File: config.mk
export PLATFORM = sky130hd
export DESIGN_NAME = mem_bist_seq_flat
export DESIGN_NICKNAME = d
export VERILOG_FILES = /design/src/rtl/mem_bist_seq_pkg.sv /design/src/rtl/mem_bist_seq_if.sv /design/src/rtl/mem_bist_seq_cmp.sv /design/src/rtl/mem_bist_seq.sv /design/src/flat_wrapper.sv
export SDC_FILE = /design/constraint.sdc
export NUM_CORES = 1
export LEC_CHECK = 0
export CORE_ASPECT_RATIO = 1.4
export CORE_MARGIN = 2
export CORE_UTILIZATION = 50
export DETAILED_ROUTE_END_ITERATION = 12
export PLACE_DENSITY = 0.75
export SETUP_SLACK_MARGIN = 0.2
export SYNTH_ARGS = -nofsm -noshare
export SYNTH_HDL_FRONTEND = slang
export SYNTH_SLANG_ARGS = --single-unit
File: constraint.sdc
create_clock -name clk -period 2.6 [get_ports clk]
set_input_delay 0.52 -clock clk [delete_from_list [all_inputs] [get_ports clk]]
set_output_delay 0.52 -clock clk [all_outputs]
set_load 0.02 [all_outputs]
File: src/rtl/mem_bist_seq_pkg.sv
// Shared constants, state encoding and pattern generator for the memory BIST sequencer.
// MEM_BIST_INVERT_PASS_EN adds the pass-index type used by the second, inverted-pattern pass.
package mem_bist_pkg;

    localparam int unsigned ADDR_W       = 32;
    localparam logic [7:0]  SEED_DEFAULT = 8'hA5;
    localparam int unsigned PAT_MAX_W    = 256;

    typedef logic [2:0] bist_state_t;

    localparam bist_state_t ST_IDLE  = 3'd0;
    localparam bist_state_t ST_WRITE = 3'd1;
    localparam bist_state_t ST_READ  = 3'd2;
    localparam bist_state_t ST_DRAIN = 3'd3;
    localparam bist_state_t ST_DONE  = 3'd4;

`ifdef MEM_BIST_INVERT_PASS_EN
    typedef logic bist_pass_t;

    localparam bist_pass_t PASS_TRUE = 1'b0;
    localparam bist_pass_t PASS_INV  = 1'b1;
`endif

    // Callers truncate to their word width; the low byte repeats, so truncation keeps the
    // partial upper copy aligned.
    function automatic logic [PAT_MAX_W-1:0] bist_pattern(input logic [ADDR_W-1:0] a,
                                                          input logic [7:0]        seed);
        logic [7:0] b;
        b = a[7:0] ^ seed;
        return {(PAT_MAX_W / 8){b}};
    endfunction

endpackage

File: src/rtl/mem_bist_seq_if.sv
// Control, status and RAM-port bundle between the BIST sequencer and its environment.
interface mem_bist_seq_if #(
    parameter int unsigned WID_MEM = 8,
    parameter int unsigned ERR_W   = 16
);

    logic                              start;
    logic [mem_bist_pkg::ADDR_W-1:0]   raddr;
    logic [mem_bist_pkg::ADDR_W-1:0]   waddr;
    logic [WID_MEM-1:0]                din;
    logic [WID_MEM-1:0]                dout;
    logic                              busy;
    logic                              done;
    logic                              pass;
    logic [ERR_W-1:0]                  err_count;
    logic [mem_bist_pkg::ADDR_W-1:0]   first_err_addr;

    modport master (
        input  start,
        input  dout,
        output raddr,
        output waddr,
        output din,
        output busy,
        output done,
        output pass,
        output err_count,
        output first_err_addr
    );

    modport slave (
        output start,
        output dout,
        input  raddr,
        input  waddr,
        input  din,
        input  busy,
        input  done,
        input  pass,
        input  err_count,
        input  first_err_addr
    );

endinterface

File: src/rtl/mem_bist_seq_cmp.sv
// Read-side checker: aligns expected word and address with RAM output, counts mismatches
// with saturation and captures the address of the first one.
module mem_bist_cmp
    import mem_bist_pkg::*;
#(
    parameter int unsigned WID_MEM = 8,
    parameter int unsigned ERR_W   = 16
) (
    input  logic                clk,
    input  logic                reset,
    input  logic                clear,
    input  logic                rd_valid,
    input  logic [ADDR_W-1:0]   rd_addr,
    input  logic [WID_MEM-1:0]  rd_exp,
    input  logic [WID_MEM-1:0]  dout,
    output logic [ERR_W-1:0]    err_count,
    output logic [ADDR_W-1:0]   first_err_addr
);

    logic                valid_q;
    logic [ADDR_W-1:0]   addr_q;
    logic [WID_MEM-1:0]  exp_q;
    logic                mismatch;
    logic [ERR_W-1:0]    err_q, err_d;
    logic [ADDR_W-1:0]   first_q, first_d;

    // Loaded on the edge the RAM samples raddr, so they line up with dout.
    always_ff @(posedge clk or negedge reset) begin
        if (!reset) begin
            valid_q <= 1'b0;
            addr_q  <= '0;
            exp_q   <= '0;
        end else begin
            valid_q <= rd_valid;
            addr_q  <= rd_addr;
            exp_q   <= rd_exp;
        end
    end

    assign mismatch = valid_q && (dout != exp_q);

    always_comb begin
        err_d   = err_q;
        first_d = first_q;
        if (clear) begin
            err_d   = '0;
            first_d = '0;
        end else if (mismatch) begin
            // The counter saturates, so zero reliably marks "no mismatch seen yet".
            if (err_q == '0) begin
                first_d = addr_q;
            end
            if (err_q != '1) begin
                err_d = err_q + ERR_W'(1);
            end
        end
    end

    always_ff @(posedge clk or negedge reset) begin
        if (!reset) begin
            err_q   <= '0;
            first_q <= '0;
        end else begin
            err_q   <= err_d;
            first_q <= first_d;
        end
    end

    assign err_count      = err_q;
    assign first_err_addr = first_q;

endmodule

File: src/rtl/mem_bist_seq.sv
// BIST sequencer: fills the attached dual-port RAM with a seeded pattern, reads it back and
// checks it. MEM_BIST_INVERT_PASS_EN adds a second pass with the inverted pattern.
module mem_bist_seq
    import mem_bist_pkg::*;
#(
    parameter int unsigned WID_MEM   = 8,
    parameter int unsigned DEPTH_MEM = 2048,
    parameter logic [7:0]  SEED      = SEED_DEFAULT,
    parameter int unsigned ERR_W     = 16
) (
    input  logic           clk,
    input  logic           reset,
    mem_bist_seq_if.master bus
);

    localparam logic [ADDR_W-1:0] LAST_ADDR = ADDR_W'(DEPTH_MEM - 1);
    localparam logic [ADDR_W-1:0] WR_END    = ADDR_W'(DEPTH_MEM);

    function automatic logic [WID_MEM-1:0] word_for(input logic [ADDR_W-1:0] a,
                                                    input logic              invert);
        return WID_MEM'(bist_pattern(a, SEED)) ^ {WID_MEM{invert}};
    endfunction

    localparam logic [WID_MEM-1:0] DIN_RST = WID_MEM'(bist_pattern('0, SEED));

    bist_state_t          state_q, state_d;
    logic [ADDR_W-1:0]    cnt_q, cnt_d;
    logic [ADDR_W-1:0]    waddr_q, waddr_d;
    logic [ADDR_W-1:0]    raddr_q, raddr_d;
    logic [WID_MEM-1:0]   din_q, din_d;
    logic                 accept;
    logic                 inv;
    logic [ERR_W-1:0]     err_count;
    logic [ADDR_W-1:0]    first_err_addr;

`ifdef MEM_BIST_INVERT_PASS_EN
    bist_pass_t pass_idx_q, pass_idx_d;

    always_ff @(posedge clk or negedge reset) begin
        if (!reset) begin
            pass_idx_q <= PASS_TRUE;
        end else begin
            pass_idx_q <= pass_idx_d;
        end
    end

    assign inv = (pass_idx_q == PASS_INV);
`else
    assign inv = 1'b0;
`endif

    // WRITE spends one extra cycle at cnt == DEPTH so the RAM commits the last word.
    always_comb begin
        state_d = state_q;
        cnt_d   = cnt_q;
        waddr_d = waddr_q;
        raddr_d = raddr_q;
        din_d   = din_q;
        accept  = 1'b0;
`ifdef MEM_BIST_INVERT_PASS_EN
        pass_idx_d = pass_idx_q;
`endif
        case (state_q)
            ST_IDLE, ST_DONE: begin
                if (bus.start) begin
                    accept  = 1'b1;
                    state_d = ST_WRITE;
                    cnt_d   = '0;
`ifdef MEM_BIST_INVERT_PASS_EN
                    pass_idx_d = PASS_TRUE;
`endif
                end
            end
            ST_WRITE: begin
                if (cnt_q == WR_END) begin
                    state_d = ST_READ;
                    raddr_d = '0;
                end else begin
                    waddr_d = cnt_q;
                    din_d   = word_for(cnt_q, inv);
                    cnt_d   = cnt_q + 32'd1;
                end
            end
            ST_READ: begin
                if (raddr_q == LAST_ADDR) begin
                    state_d = ST_DRAIN;
                end else begin
                    raddr_d = raddr_q + 32'd1;
                end
            end
            ST_DRAIN: begin
`ifdef MEM_BIST_INVERT_PASS_EN
                if (pass_idx_q == PASS_TRUE) begin
                    state_d    = ST_WRITE;
                    cnt_d      = '0;
                    pass_idx_d = PASS_INV;
                end else begin
                    state_d = ST_DONE;
                end
`else
                state_d = ST_DONE;
`endif
            end
            default: state_d = ST_IDLE;
        endcase
    end

    always_ff @(posedge clk or negedge reset) begin
        if (!reset) begin
            state_q <= ST_IDLE;
            cnt_q   <= '0;
            waddr_q <= '0;
            raddr_q <= '0;
            din_q   <= DIN_RST;
        end else begin
            state_q <= state_d;
            cnt_q   <= cnt_d;
            waddr_q <= waddr_d;
            raddr_q <= raddr_d;
            din_q   <= din_d;
        end
    end

    mem_bist_cmp #(
        .WID_MEM (WID_MEM),
        .ERR_W   (ERR_W)
    ) u_cmp (
        .clk            (clk),
        .reset          (reset),
        .clear          (accept),
        .rd_valid       (state_q == ST_READ),
        .rd_addr        (raddr_q),
        .rd_exp         (word_for(raddr_q, inv)),
        .dout           (bus.dout),
        .err_count      (err_count),
        .first_err_addr (first_err_addr)
    );

    assign bus.waddr          = waddr_q;
    assign bus.raddr          = raddr_q;
    assign bus.din            = din_q;
    assign bus.busy           = (state_q == ST_WRITE) || (state_q == ST_READ) ||
                                (state_q == ST_DRAIN);
    assign bus.done           = (state_q == ST_DONE);
    assign bus.pass           = (state_q == ST_DONE) && (err_count == '0);
    assign bus.err_count      = err_count;
    assign bus.first_err_addr = first_err_addr;

endmodule

File: src/flat_wrapper.sv
// flat-port wrapper written by rule: the top's interface ports become plain ports
module mem_bist_seq_flat import mem_bist_pkg::*;
#(
    parameter int unsigned WID_MEM   = 8,
    parameter int unsigned DEPTH_MEM = 2048,
    parameter logic [7:0]  SEED      = SEED_DEFAULT,
    parameter int unsigned ERR_W     = 16
)
  (clk, reset, bus_start, bus_dout, bus_raddr, bus_waddr, bus_din, bus_busy, bus_done, bus_pass, bus_err_count, bus_first_err_addr);
  mem_bist_seq_if #(.WID_MEM(WID_MEM), .ERR_W(ERR_W)) bus_i ();
  input  logic clk;
  input  logic reset;
  input wire logic [$bits(bus_i.start)-1:0] bus_start;
  input wire logic [$bits(bus_i.dout)-1:0] bus_dout;
  output wire logic [$bits(bus_i.raddr)-1:0] bus_raddr;
  output wire logic [$bits(bus_i.waddr)-1:0] bus_waddr;
  output wire logic [$bits(bus_i.din)-1:0] bus_din;
  output wire logic [$bits(bus_i.busy)-1:0] bus_busy;
  output wire logic [$bits(bus_i.done)-1:0] bus_done;
  output wire logic [$bits(bus_i.pass)-1:0] bus_pass;
  output wire logic [$bits(bus_i.err_count)-1:0] bus_err_count;
  output wire logic [$bits(bus_i.first_err_addr)-1:0] bus_first_err_addr;
  assign bus_i.start = bus_start;
  assign bus_i.dout = bus_dout;
  assign bus_raddr = bus_i.raddr;
  assign bus_waddr = bus_i.waddr;
  assign bus_din = bus_i.din;
  assign bus_busy = bus_i.busy;
  assign bus_done = bus_i.done;
  assign bus_pass = bus_i.pass;
  assign bus_err_count = bus_i.err_count;
  assign bus_first_err_addr = bus_i.first_err_addr;
  mem_bist_seq #(.WID_MEM(WID_MEM), .DEPTH_MEM(DEPTH_MEM), .SEED(SEED), .ERR_W(ERR_W)) u_core (.clk(clk), .reset(reset), .bus(bus_i));
endmodule
==> results of run 1 <==
state kept, by name, indices dropped and copies added (netlist names):
| name | cells |
|---|---|
| u_core.u_cmp.exp_q | 8 |
| u_core.bus.raddr | 32 |
| u_core.bus.waddr | 32 |
| u_core.u_cmp.first_err_addr | 32 |
| u_core.cnt_q | 32 |
| u_core.bus.din | 4 |
| u_core.u_cmp.valid_q | 1 |
| u_core.u_cmp.addr_q | 28 |
| u_core.state_q | 3 |
| u_core.u_cmp.err_count | 16 |
worst register-to-register path: cells and delay by family (launching register included):
family,cells,cell delay (ns)
adder cells (fa/ha/maj),1,0.26
buffers and inverters,1,0.19
flip-flops,1,0.36
AND/OR/NAND/NOR,3,1.07
AO/OA/AOI/OAI,1,0.17
multiplexers,1,0.15
stage by stage:
step | cells | hold WS, ns
global placement | 1293 | 0.4565
CTS | 1325 | 0.06813
floorplan | 932 | 0.2244
global route | 1328 | 0.06844
finish | 1328 | 0.04612
detailed placement | 1293 | 0.4616
routing by layer:
layer | wire length, microns | GRT usage | vias up
li1 | - | - | 3649
met1 | 9235 | 0.3139 | 3800
met2 | 12100 | 0.4326 | 259
met3 | 1161 | 0.05028 | 59
met4 | 814 | 0.1187 | 0
met5 | 0 | 0 | -
worst min-delay path by stage:
stage	from	end	cells after the start
2_1_floorplan	reset	u_core.bus.raddr[0]$_DFFE_PN0P_	0
3_3_place_gp	u_core.bus.waddr[31]$_DFFE_PN0N_	u_core.bus.waddr[31]$_DFFE_PN0N_	2
3_5_place_dp	u_core.bus.waddr[11]$_DFFE_PN0N_	u_core.bus.waddr[11]$_DFFE_PN0N_	2
4_1_cts	reset	u_core.u_cmp.err_count[11]$_DFFE_PN0P_	1
5_1_grt	reset	u_core.u_cmp.err_count[11]$_DFFE_PN0P_	1
6_report	reset	u_core.u_cmp.err_count[6]$_DFFE_PN0P_	1
repair_timing:
| item | CTS | global route |
|---|---|---|
| pin swaps | 1 | 2 |
| resized for setup | 7 | 3 |
| setup buffers | 0 | 3 |
| setup endpoints to repair | 2 | 9 |
logic make-up (layout without fill, tap and decap cells):
kind of cell / Yosys count / in the layout / share of synthesized area
simple gates: 465 / 465 / 0.2679
flops: 188 / 188 / 0.5308
compound gates: 161 / 161 / 0.1194
buf+inv: 83 / 243 / 0.04188
mux: 18 / 18 / 0.02101
xor+xnor: 12 / 12 / 0.01185
fa+ha+maj: 5 / 5 / 0.007051
cell type report:
class | instances | area, sq um
Clock buffer | 18 | 429.2
Clock inverter | 14 | 175.2
Fill cell | 1505 | 6042
Inverter | 15 | 56.30
Multi-Input combinational cell | 661 | 3824
Sequential cell | 188 | 4710
Tap cell | 236 | 295.3
Timing Repair Buffer | 196 | 1871
layout by cell type, fill, tap and decap left out, types with 7 or more instances in the layout:
master / count
nor2_1: 32
and4_1: 12
a31oi_1: 17
nand2_1: 168
or3_1: 10
nor4_1: 31
dfrtp_1: 184
nor3_1: 21
a21oi_1: 22
nand4_1: 32
clkdlybuf4s50_1: 130
xnor2_1: 11
a21o_1: 11
mux2i_1: 13
o31ai_1: 9
o21ai_0: 56
a211o_1: 18
inv_1: 15
buf_4: 59
nand2b_1: 10
and3_1: 32
nand3_1: 77
clkbuf_16: 17
and2_1: 7
or4_1: 10
report_power, final:
| group | leakage [nW] | internal, mW | switching, mW |
|---|---|---|---|
| Combinational | 2.39 | 0.536 | 0.659 |
| Clock | 0.294 | 1.46 | 1.23 |
| Sequential | 2.55 | 3.17 | 0.264 |
| Total | 5.23 | 5.16 | 2.15 |
==> results_tabular.tex, run 1 <==
\begin{tabular}{lr}
\hline
Metric & Value \\
\hline
\multicolumn{2}{l}{\textbf{STA}} \\
\quad Clk\_skew & 0.01000 ns \\
\quad RSZ-0062 raised after global routing & yes \\
\quad Worst slew margin & 0.6591 \\
\quad Setup violators final & 0 \\
\quad Post-route setup slack & 0.2205 ns \\
\quad Final critical-path share of the clock period & 0.9152 \\
\quad Final number of hold-violating endpoints & 0 \\
\quad Slew Limit Fails & 0 \\
\quad Setup TNS & 0 ns \\
\quad Minimum period implied by the final worst setup slack & 2.380 ns \\
\quad Actual transition at the worst max-transition pin & 0.5113 ns \\
\quad Highest attainable clock frequency & 0.4203 GHz \\
\multicolumn{2}{l}{\textbf{Floorplanning}} \\
\quad Initial cell density of the core & 0.5099 \\
\quad Die Y-Extent & 161.6 microns \\
\quad Placement row count & 57 \\
\quad Die X & 116.6 microns \\
\quad Number of I/O pins & 134 \\
\quad Core region area & 17400 sq um \\
\quad Die area & 18840 sq um \\
\multicolumn{2}{l}{\textbf{Outcome}} \\
\quad Result of the run & finished, final reports clean \\
\multicolumn{2}{l}{\textbf{Synth}} \\
\quad Sequential area share after synthesis & 0.5308 \\
\quad Top cell type's share of synthesized area & 0.5190 \\
\quad Count leader, synth & dfrtp\_1 \\
\quad Cell count after synthesis & 932 \\
\quad YS warnings & 0 \\
\quad Synth Cell Area & 8872 sq um \\
\quad Commonest register cell after synthesis & dfrtp\_1 \\
\quad Synthesized area divided by synthesized cell count & 9.520 sq um \\
\quad Net Count, Synth & 948 \\
\quad \#FFs+latches synth & 188 \\
\quad Fraction of synthesis flops using an asynchronous set or reset pin & 1.000 \\
\quad Largest cells by area after synthesis & dfrtp\_1, nand2\_1, nand3\_1, o21ai\_0, and3\_1 \\
\quad Biggest area consumer among synthesized cells & dfrtp\_1 \\
\quad Count of cell types in the netlist & 60 \\
\quad Count of flip-flops with a built-in enable after synthesis & 0 \\
\quad Leading cell types by count after synthesis & dfrtp\_1, nand2\_1, nand3\_1 \\
\multicolumn{2}{l}{\textbf{Worst setup path}} \\
\quad Setup crit start & u\_core.u\_cmp.err\_count[0]\$\_DFFE\_PN0P\_ \\
\quad Critical register-to-register path endpoint & u\_core.bus.raddr[0]\$\_DFFE\_PN0P\_ \\
\quad Top Family by Delay on Critical Path & simple AND/OR/NAND/NOR gates \\
\quad Reg2Reg Depth & 7 \\
\quad Cells along the critical path & inv\_1 > ha\_1 > nor4b\_2 > and4\_1 > nor2b\_2 > buf\_4 \\
\quad Worst path required time & 2.08 ns \\
\quad Delay of the slowest cell on the worst path & 0.43 ns \\
\quad Critical-path maximum fanout & 6 \\
\quad Worst-path cell with the longest stage delay & dfrtp\_1 \\
\quad Reg-to-reg startpoint & u\_core.bus.raddr[0]\$\_DFFE\_PN0P\_ \\
\quad End of the critical path & bus\_pass \\
\quad Critical path buffer and inverter count & 2 \\
\quad Critical path depth & 6 \\
\quad Register-to-register path setup slack & 0.35 ns \\
\quad Crit Path Class & flip-flop to output port \\
\quad Kind of end point of the critical path & output port \\
\quad Kind of start point of the critical path & flip-flop \\
\quad Data arrival, critical path & 1.86 ns \\
\multicolumn{2}{l}{\textbf{Route}} \\
\quad Average vias per placed instance & 5.849 \\
\quad Detailed-route wire length per cell & 17.55 microns \\
\quad Via count & 7767 \\
\quad Count of unresolved DRC violations after routing & 0 \\
\quad DRT Pass-1 Iters & 5 \\
\quad Wire length reported by the detailed router & 23310 microns \\
\quad Detail Route Antenna Nets & 0 \\
\quad DRC marker count from the first detailed-route iteration & 634 \\
\multicolumn{2}{l}{\textbf{Pwr}} \\
\quad Pleak & 5.230 nW \\
\quad Worst IR Drop VDD & 399.3 uV \\
\quad Power per standard cell area & 643.3 nW/um\^{}2 \\
\quad Pwr Total & 7.308 mW \\
\multicolumn{2}{l}{\textbf{Placement}} \\
\quad RePlAce Congestion & 0.9200 \\
\quad Cell Area, Placed & 10720 sq um \\
\quad Worst setup slack before clock tree synthesis & 0.1478 ns \\
\quad DP HPWL & 16130 microns \\
\quad Count of buffers from port buffering & 133 \\
\multicolumn{2}{l}{\textbf{GRT}} \\
\quad Number of global-route vias before repair & 7420 \\
\quad Initial antenna violation count & 0 \\
\quad Global-route wire length before repair & 37690 microns \\
\quad Overall fraction of global-route tracks in use & 0.2562 \\
\quad Largest net degree at the start of global routing & 66 \\
\quad Total global routing overflow & 0 \\
\multicolumn{2}{l}{\textbf{Finish}} \\
\quad Fraction of final layout cells with drive strength greater than 1 & 0.1126 \\
\quad \# diodes & 0 \\
\quad Area of all placed cells without fillers & 11360 sq um \\
\quad Syn-to-layout area delta & 28.04\% \\
\quad Core utilization of the finished layout & 0.6528 \\
\quad Number of nets in the layout & 1095 \\
\multicolumn{2}{l}{\textbf{Hold path}} \\
\quad Worst min-delay path class & primary input to asynchronous set/reset pin \\
\multicolumn{2}{l}{\textbf{Clock tree}} \\
\quad CTS sink count & 188 \\
\quad Clock buffer count from CTS & 17 \\
\quad Cts hold-fix bufs & 0 \\
\quad Clock tree from TritonCTS & built \\
\quad Cell at the root of the clock tree & clkbuf\_16 \\
\quad Skew-Pair Late Insertion Delay & 0.45 ns \\
\quad Maximum root-to-sink buffer count & 2 \\
\quad CTS clock-pin slew for the worst setup and hold paths & 0.07 ns \\
\quad Maximum level of the CTS H-tree & 4 \\
\multicolumn{2}{l}{\textbf{Job}} \\
\quad Reported max-cap violation count & 0 \\
\hline
\end{tabular}
No activity file was read; power rests on OpenSTA's default activity.
==> run 2: changes to the inputs <==
--- a/config.mk
+++ b/config.mk
@@ -5,7 +5,6 @@
 export SDC_FILE = /design/constraint.sdc
 export NUM_CORES = 1
 export LEC_CHECK = 0
-export CORE_ASPECT_RATIO = 1.4
 export CORE_MARGIN = 2
 export CORE_UTILIZATION = 50
 export DETAILED_ROUTE_END_ITERATION = 12
==> run 2 against run 1 <==
Effect of this change: worst hold slack worse by 0.018 ns; non-clock buffer count is 1 lower; maximum frequency is 3.5% higher; clock skew is 0.0027 ns lower; cell count is 0.90% lower; critical endpoint is now u_core.cnt_q[25]$_DFFE_PN0P_; highest routed layer unchanged.
==> results_tabular.tex, run 2 (synthesized netlist as in run 1, its figures left out) <==
\begin{tabular}{lr}
\hline
Metric & Value \\
\hline
\multicolumn{2}{l}{\textbf{GRT}} \\
\quad Overall fraction of global-route tracks in use & 0.2607 (+0.004478) \\
\quad Initial antenna violation count & 0 (unchanged) \\
\quad Number of global-route vias before repair & 7259 (-2.2\%) \\
\quad Total global routing overflow & 0 (unchanged) \\
\quad Global-route wire length before repair & 38200 microns (+1.4\%) \\
\quad Largest net degree at the start of global routing & 66 (unchanged) \\
\multicolumn{2}{l}{\textbf{Route}} \\
\quad Detailed-route wire length per cell & 17.96 microns (+2.3\%) \\
\quad DRT Pass-1 Iters & 6 (+1) \\
\quad DRC marker count from the first detailed-route iteration & 761 (+20\%) \\
\quad Detail Route Antenna Nets & 0 (unchanged) \\
\quad Count of unresolved DRC violations after routing & 0 (unchanged) \\
\quad Wire length reported by the detailed router & 23640 microns (+1.4\%) \\
\quad Via count & 7832 (+0.84\%) \\
\quad Average vias per placed instance & 5.951 (+1.8\%) \\
\multicolumn{2}{l}{\textbf{Worst setup path}} \\
\quad Delay of the slowest cell on the worst path & 0.48 ns (+0.05 ns) \\
\quad Worst-path cell with the longest stage delay & dfrtp\_1 \\
\quad Reg-to-reg startpoint & u\_core.cnt\_q[17]\$\_DFFE\_PN0P\_ \\
\quad Reg2Reg Depth & 5 (-2) \\
\quad Critical register-to-register path endpoint & u\_core.cnt\_q[25]\$\_DFFE\_PN0P\_ \\
\quad Kind of start point of the critical path & flip-flop \\
\quad Kind of end point of the critical path & flip-flop \\
\quad Cells along the critical path & nor4\_1 > nand4\_1 > o21a\_4 > and3\_1 > a211o\_1 \\
\quad Register-to-register path setup slack & 0.30 ns (-0.05 ns) \\
\quad Data arrival, critical path & 2.62 ns (+0.76 ns) \\
\quad Critical-path maximum fanout & 45 (+39) \\
\quad Worst path required time & 2.92 ns (+0.84 ns) \\
\quad Crit Path Class & flip-flop to flip-flop \\
\multicolumn{2}{l}{\textbf{Clock tree}} \\
\quad CTS sink count & 188 (unchanged) \\
\quad Clock buffer count from CTS & 17 (unchanged) \\
\quad Cts hold-fix bufs & 0 (unchanged) \\
\quad CTS clock-pin slew for the worst setup and hold paths & 0.07 ns (about the same) \\
\quad Clock tree from TritonCTS & built \\
\quad Maximum root-to-sink buffer count & 2 (unchanged) \\
\quad Maximum level of the CTS H-tree & 4 (unchanged) \\
\quad Skew-Pair Late Insertion Delay & 0.43 ns (-0.02 ns) \\
\quad Cell at the root of the clock tree & clkbuf\_16 \\
\multicolumn{2}{l}{\textbf{Floorplanning}} \\
\quad Core region area & 17300 sq um (-0.60\%) \\
\quad Initial cell density of the core & 0.5129 (+0.003098) \\
\quad Die X & 137.2 microns (+18\%) \\
\quad Placement row count & 48 (-16\%) \\
\quad Die area & 18830 sq um (about the same) \\
\quad Die Y-Extent & 137.2 microns (-15\%) \\
\quad Number of I/O pins & 134 (unchanged) \\
\multicolumn{2}{l}{\textbf{STA}} \\
\quad Highest attainable clock frequency & 0.4348 GHz (+3.5\%) \\
\quad Actual transition at the worst max-transition pin & 0.6090 ns (+0.09774 ns) \\
\quad Final critical-path share of the clock period & 0.8846 (-0.03062) \\
\quad RSZ-0062 raised after global routing & yes \\
\quad Worst Hold Margin & 0.02812 ns (-0.01800 ns) \\
\quad Minimum period implied by the final worst setup slack & 2.300 ns (-0.07961 ns) \\
\quad Final number of hold-violating endpoints & 0 (unchanged) \\
\quad Setup TNS & 0 ns (unchanged) \\
\quad Worst slew margin & 0.5906 (-0.06854) \\
\quad Slew Limit Fails & 0 (unchanged) \\
\quad Clk\_skew & 0.007301 ns (-0.002701 ns) \\
\quad Setup violators final & 0 (unchanged) \\
\multicolumn{2}{l}{\textbf{Finish}} \\
\quad Most common cell after layout, fill and taps aside & dfrtp\_1 \\
\quad Filler instances & 1415 (-6.0\%) \\
\quad Area of all placed cells without fillers & 11400 sq um (+0.39\%) \\
\quad Syn-to-layout area delta & 28.53\% \\
\quad Top library cells by usage in the layout, fill and taps aside & dfrtp\_1, nand2\_1, clkdlybuf4s50\_1 \\
\quad Number of nets in the layout & 1094 (-0.091\%) \\
\quad Fraction of final layout cells with drive strength greater than 1 & 0.1127 (about the same) \\
\quad Non-filler instance count after layout & 1316 (-0.90\%) \\
\quad \# diodes & 0 (unchanged) \\
\multicolumn{2}{l}{\textbf{Pwr}} \\
\quad Pleak & 5.236 nW (+0.12\%) \\
\quad Worst IR Drop VDD & 598.9 uV (+50\%) \\
\quad Power per standard cell area & 654.2 nW/um\^{}2 (+1.7\%) \\
\multicolumn{2}{l}{\textbf{Placement}} \\
\quad Count of buffers from port buffering & 133 (unchanged) \\
\quad Placed cells & 1280 (-1.0\%) \\
\quad RePlAce Congestion & 0.8863 (-3.7\%) \\
\quad DP HPWL & 16180 microns (+0.31\%) \\
\quad Cell Area, Placed & 10720 sq um (about the same) \\
\multicolumn{2}{l}{\textbf{Job}} \\
\quad Reported max-cap violation count & 0 (unchanged) \\
\multicolumn{2}{l}{\textbf{Outcome}} \\
\quad Result of the run & finished, final reports clean \\
\multicolumn{2}{l}{\textbf{Hold path}} \\
\quad Worst min-delay path class & primary input to asynchronous set/reset pin \\
\hline
\end{tabular}
==> run 2: cell types whose count changed in the layout (fill, tap and decap cells not counted), sizes merged <==
cell / previous run / this run
clkbuf: 19 / 21
bufinv: 2 / 4
inv: 22 / 16
clkinvlp: 1 / 3
buf: 64 / 63
==> run 2: timing repair <==
item / CTS / global route
setup endpoints to repair: 6 / 15
buffers inserted: 2 / 2
gates resized for setup: 7 / 5
pin swaps: 1 / 1
==> run 2: area by class of cell <==
type,count,area [sq um],share of cell area
clock buffer,20,446.7,0.03917
clock inverter,12,188.9,0.01657
inverter,15,56.30,0.004937
multi-input combinational,661,3831,0.3360
sequential,188,4711,0.4131
tap,225,281.5,0.02469
timing repair buffer,195,1888,0.1656
==> run 2: how the worst max path moves through the flow <==
stage / end / slack [ns] / startpoint
2_1_floorplan: u_core.bus.raddr[0]$_DFFE_PN0P_ / 0.30 / u_core.bus.raddr[0]$_DFFE_PN0P_
3_3_place_gp: bus_pass / 0.18 / u_core.u_cmp.err_count[0]$_DFFE_PN0P_
3_5_place_dp: bus_pass / 0.14 / u_core.u_cmp.err_count[0]$_DFFE_PN0P_
4_1_cts: bus_pass / 0.15 / u_core.u_cmp.err_count[1]$_DFFE_PN0P_
5_1_grt: bus_pass / 0.18 / u_core.u_cmp.err_count[0]$_DFFE_PN0P_
6_report: u_core.cnt_q[25]$_DFFE_PN0P_ / 0.30 / u_core.cnt_q[17]$_DFFE_PN0P_
==> run 2: routing by layer <==
metal  GRT usage  wire length [microns]
met5           0                      0
met4     0.07216                    373
met3     0.04930                   1633
met2      0.3997                  10990
met1      0.3809                  10640
==> run 2: power breakdown <==
part	internal, mW	leakage (nW)	switching, mW	total [mW]
clock network	1.65	0.299	1.13	2.77
logic	0.578	2.39	0.746	1.32
registers	3.17	2.55	0.192	3.36
total	5.39	5.24	2.07	7.46
==> run 2: metrics by stage <==
stage	total power, mW	util	setup WS [ns]
floorplan	4.124	-	0.2956
global placement	4.702	0.6196	0.1766
detailed placement	4.728	0.6196	0.1430
CTS	7.499	0.6582	0.1512
global route	7.803	0.6593	0.1812
finish	7.460	0.6593	0.3001
==> run 2: worst max-delay path, delay by kind of cell (launching register included) <==
| family | cells | cell delay, ns |
|---|---|---|
| DFF | 1 | 0.48 |
| AOI/OAI and AO/OA | 2 | 0.73 |
| and+or+nand+nor | 3 | 0.97 |
